`src/rtl/bitwise_and_32b.sv`:
```
// Registered 32-bit bitwise AND unit with a one-entry valid/ready output stage.
// The core is built from 32 structural two-input AND cells, one per bit.

module and2_cell (
  input  logic a,
  input  logic b,
  output logic y
);

  assign y = a & b;

endmodule

module bitwise_and_32b (
  input  logic        clk,
  input  logic        rst_n,
  input  logic        in_valid,
  output logic        in_ready,
  input  logic [31:0] i0,
  input  logic [31:0] i1,
  output logic        out_valid,
  input  logic        out_ready,
  output logic [31:0] result,
  output logic        zero
);

  logic [31:0] and_bit;
  logic        zero_next;
  logic        accept;
  logic        drain;

  genvar k;
  generate
    for (k = 0; k < 32; k++) begin : g_and
      and2_cell u_and (
        .a (i0[k]),
        .b (i1[k]),
        .y (and_bit[k])
      );
    end
  endgenerate

  assign zero_next = ~|and_bit;

  // A held result that drains this cycle frees the slot for a same-cycle accept.
  assign in_ready = ~out_valid | out_ready;
  assign accept   = in_valid & in_ready;
  assign drain    = out_valid & out_ready;

  always_ff @(posedge clk) begin
    if (!rst_n) begin
      out_valid <= 1'b0;
      result    <= 32'h0000_0000;
      zero      <= 1'b1;
    end else if (accept) begin
      out_valid <= 1'b1;
      result    <= and_bit;
      zero      <= zero_next;
    end else if (drain) begin
      out_valid <= 1'b0;
    end
  end

endmodule

```
`config.mk`:
```
export PLATFORM = sky130hd
export DESIGN_NAME = bitwise_and_32b
export DESIGN_NICKNAME = d
export VERILOG_FILES = /design/src/rtl/bitwise_and_32b.sv
export SDC_FILE = /design/constraint.sdc
export NUM_CORES = 1
export LEC_CHECK = 0
export ABC_CLOCK_PERIOD_IN_PS = 2750
export CORE_MARGIN = 2
export CORE_UTILIZATION = 40
export DETAILED_ROUTE_END_ITERATION = 16
export HOLD_SLACK_MARGIN = 0.02
export PLACE_DENSITY = 0.89
export SLEW_MARGIN = 20
export SYNTH_ARGS = -nofsm -noshare
export SYNTH_HDL_FRONTEND = slang
export SYNTH_HIERARCHICAL = 1
export SYNTH_SLANG_ARGS = --single-unit
```
`constraint.sdc`:
```
create_clock -name clk -period 2.75 [get_ports clk]
set_clock_uncertainty 0.05 [all_clocks]
set_input_delay 0.55 -clock clk [delete_from_list [all_inputs] [get_ports clk]]
set_output_delay 0.55 -clock clk [all_outputs]
set_load 0.01 [all_outputs]
```
Yosys cells after proc, flatten, opt, wreduce, memory -nomap -nowiden

Cells that the tools add are included.

Input bits: 68
Word-level logic and storage cells: 44
Register bits after elaboration: 34
Output and inout bits: 35

Multiplexer cells: 2
Bitwise operators: 36
Reduce and logical (&&, ||, !) cells: 3

Operators with widths:

| kind              | number |
|---|---|
| $and 1x1->1       | 34 |
| $reduce_or 32->1  | 1 |
| $mux 1            | 2 |
| $reduce_bool 2->1 | 1 |
| $logic_not 1->1   | 1 |
| $not 1->1         | 1 |
| $or 1x1->1        | 1 |

Depth between registers and ports, before layout

Depth after elaboration: 4
Mapped depth: 5

By module

Netlist, hierarchy kept.

Modules (own cells, without submodules):

| module          | sequential area each (µm²) | times used | area each (µm²) | cells an instance |
|---|---|---|---|---|
| bitwise_and_32b | 680.7                      | 1          | 1465.2          | 163 |
| and2_cell       | 0.0                        | 32         | 6.3             | 1 |

Worst setup path before layout

OpenSTA, ideal clock, no wires.

Kind: input port to output port
Start point: in out_ready
End point: out in_ready
Stages on the path: 3
Setup slack: 1.223 ns
Arrival time: 0.927 ns
Cells stage by stage: nor2b_4 inv_2 buf_4

Word-level cells in the longest chain between the ends: 1

RTL lines:

| item        | RTL line | text |
|---|---|---|
| from (decl) | 22       | `input logic out_ready,` |
| $or 1x1->1  | 46       | `assign in_ready = ~out_valid \| out_ready;` |
| to (decl)   | 18       | `output logic in_ready,` |

No other way between the ends.

Worst setup path after layout

Ends and elaborated chain as after synthesis.

==> summary.txt <==
Finish
  • Storage cell area: 680.7 um2
  • Nets: 361
  • # diodes: 0
  • Most common cell after layout, fill and taps aside: clkdlybuf4s50_1
  • Area Growth Syn to Fin: 66.49%
  • Layout cells sized above 1: 0.05802
  • Multi-input gate area: 887.1 um2
  • Number of fill cells: 336
  • Most frequent cells in the layout: 102 x clkdlybuf4s50_1, 34 x dfxtp_1, 33 x o21ai_0, 32 x nand3_1, 32 x and2_1
  • Final core utilization: 0.6932

STA
  • Fin. Hold Viols: 0
  • WHS: 424.3 ps
  • Setup tns final: 0 ps
  • # setup viols final: 0
  • Final min period: 2288 ps
  • Fmax: 437.0 MHz
  • Tcrit/Tclk final: 0.8320
  • Final Max Tran Viols: 0
  • Relative slew slack: 0.6707
  • Least-Margin Pin Slew: 493.2 ps
  • RSZ-0062 raised after global routing: no

Yosys
  • Synth Net Count: 263
  • Number of synthesized register bits: 34
  • Sequential area share after synthesis: 0.4087
  • Syn Area/Cell: 8.540 um2
  • Synthesis Warnings: 6
  • Synth Cell Area: 1665 um2
  • Mapped Cells: 195
  • Yosys cell types: 18

GRT
  • Remaining global-route overflow: 0
  • GRT Util Overall: 0.2209
  • First-pass GRT wire length: 7.776 mm
  • Initial antenna violation count: 0
  • Largest net degree at the start of global routing: 35
  • Vias in the first global route: 1718

Route
  • Initial DRC Count: 95
  • DR vias/cell: 5.248
  • Final wirelength: 4.866 mm
  • Vias: 1800
  • 1st-pass router iterations: 5
  • Highest metal used: met4
  • DRT met1 WL: 1.954 mm
  • Wire per inst: 14.19 um
  • Met2 Wirelength: 2.338 mm
  • Residual DRC: 0
  • Final antenna-violating net count: 0
  • Wire length on met3: 480 um

Die
  • Die Y-Extent: 68.53 um
  • CORE AREA: 4000 um2
  • # IOs: 103
  • Die span in x: 68.53 um
  • Initial Util: 0.4163
  • DIE AREA: 4696 um2
  • Cell row count: 23

Clocking
  • CTS Buffer Depth: 2
  • CTS Root Cell: clkbuf_8
  • # hold bufs at CTS: 0
  • Reg clk slew, reported paths: 60 ps
  • Worst skew pair latency: 280 ps
  • CTS H-Tree Depth: 2
  • Num CTS Buffers: 5
  • Sink Count: 34
  • CTS tree: yes
  • Post_cts resized: 0
  • Postcts setup bufs: 0

Worst setup path
  • Worst flop-to-flop path startpoint: out_valid$_SDFFE_PN0P_
  • Crit Path Category: input port to output pin
  • CP endpoint kind: output pin
  • CP required: 2150 ps
  • FF-to-FF End: zero$_SDFFE_PN1P_
  • Cell count of the worst reg-to-reg path: 5
  • Register-to-register setup slack: 1430 ps
  • Max FO, Critical Path: 2
  • CP Launch Type: input port
  • Worst Path Arrival: 1690 ps

Min path
  • Worst hold path class: flop to flop
  • Hold worst-path end: result[10]$_SDFFE_PN0P_
  • Hold_sp: result[10]$_SDFFE_PN0P_
  • Hold depth: 2

Placed design
  • PortBufs: 102
  • DP Wirelength: 3.586 mm
  • Routability cong.: 0.6837

Power
  • Pleak: 0.9617 nW
  • PD cells: 402.7 nW/um2
  • VDD IR max: 0.3407 mV

Outcome
  • Run status: completed

Flow run
  • Max-Cap Viols: 0
==> layout make-up <==
type / instances / area share
timing repair buffer: 107 / 0.3818
sequential: 34 / 0.2455
multi-input combinational: 143 / 0.3199
clock buffer: 7 / 0.02753
tap: 50 / 0.02256
inverter: 2 / 0.002708
==> cells by family after synthesis <==
family | count (synthesis) | share of synthesized area
compound gates | 67 | 0.2532
buf+inv | 18 | 0.05860
flops | 34 | 0.4087
simple gates | 76 | 0.2795
==> critical path, stage by stage <==
cell	delay (ps)
clkdlybuf4s50_1	510
nor2b_4	60
inv_2	50
clkdlybuf4s50_1	520
==> report_power, final <==
| group | switching, W | internal [W] | total, W |
|---|---|---|---|
| sequential | 0.00000893 | 0.000513 | 0.000522 |
| clock | 0.000169 | 0.000174 | 0.000343 |
| combinational | 0.0000938 | 0.000158 | 0.000252 |
==> layer usage <==
layer / up-vias / track usage
met5: - / 0
met4: 0 / 0.07750
met3: 10 / 0.07468
met2: 73 / 0.3714
met1: 830 / 0.2611
li1: 887 / -
==> sequential cells by signal (all words and copies together), names as in the netlist <==
signal,count
result,32
out_valid,1
zero,1
==> worst max-delay path by stage <==
stage,cells after the start,startpoint,slack [ps],endpoint
floorplan,3,out_ready,1220,in_ready
CTS,4,out_ready,460,in_ready
detailed placement,4,out_ready,460,in_ready
global route,4,out_ready,420,in_ready
finish,4,out_ready,460,in_ready
global placement,4,out_ready,470,in_ready
==> synthesized netlist by cell type, drive strengths merged <==
cell | instances | area share
nor2b | 1 | 0.0083
dfxtp | 34 | 0.41
o21ai | 33 | 0.099
nand3 | 32 | 0.096
buf | 10 | 0.038
nor4 | 8 | 0.045
o311ai | 1 | 0.0053
a21boi | 33 | 0.15
nand2 | 1 | 0.0023
and2 | 32 | 0.12
inv | 2 | 0.0045
clkbuf | 6 | 0.016
nand4 | 2 | 0.0075
==> per-stage QoR <==
stage                     setup slack, ps  instance area, um2  instances  total power, W
final                               461.9                2773        343        0.001116
after global routing                424.3                2773        343        0.001166
after CTS                           458.3                2773        343        0.001124
after detailed placement            464.9                2696        336       0.0007848
after global placement              474.9                2696        336       0.0007801
after floorplan                      1223                1665        195       0.0006327
No activity file was read; power rests on OpenSTA's default activity.
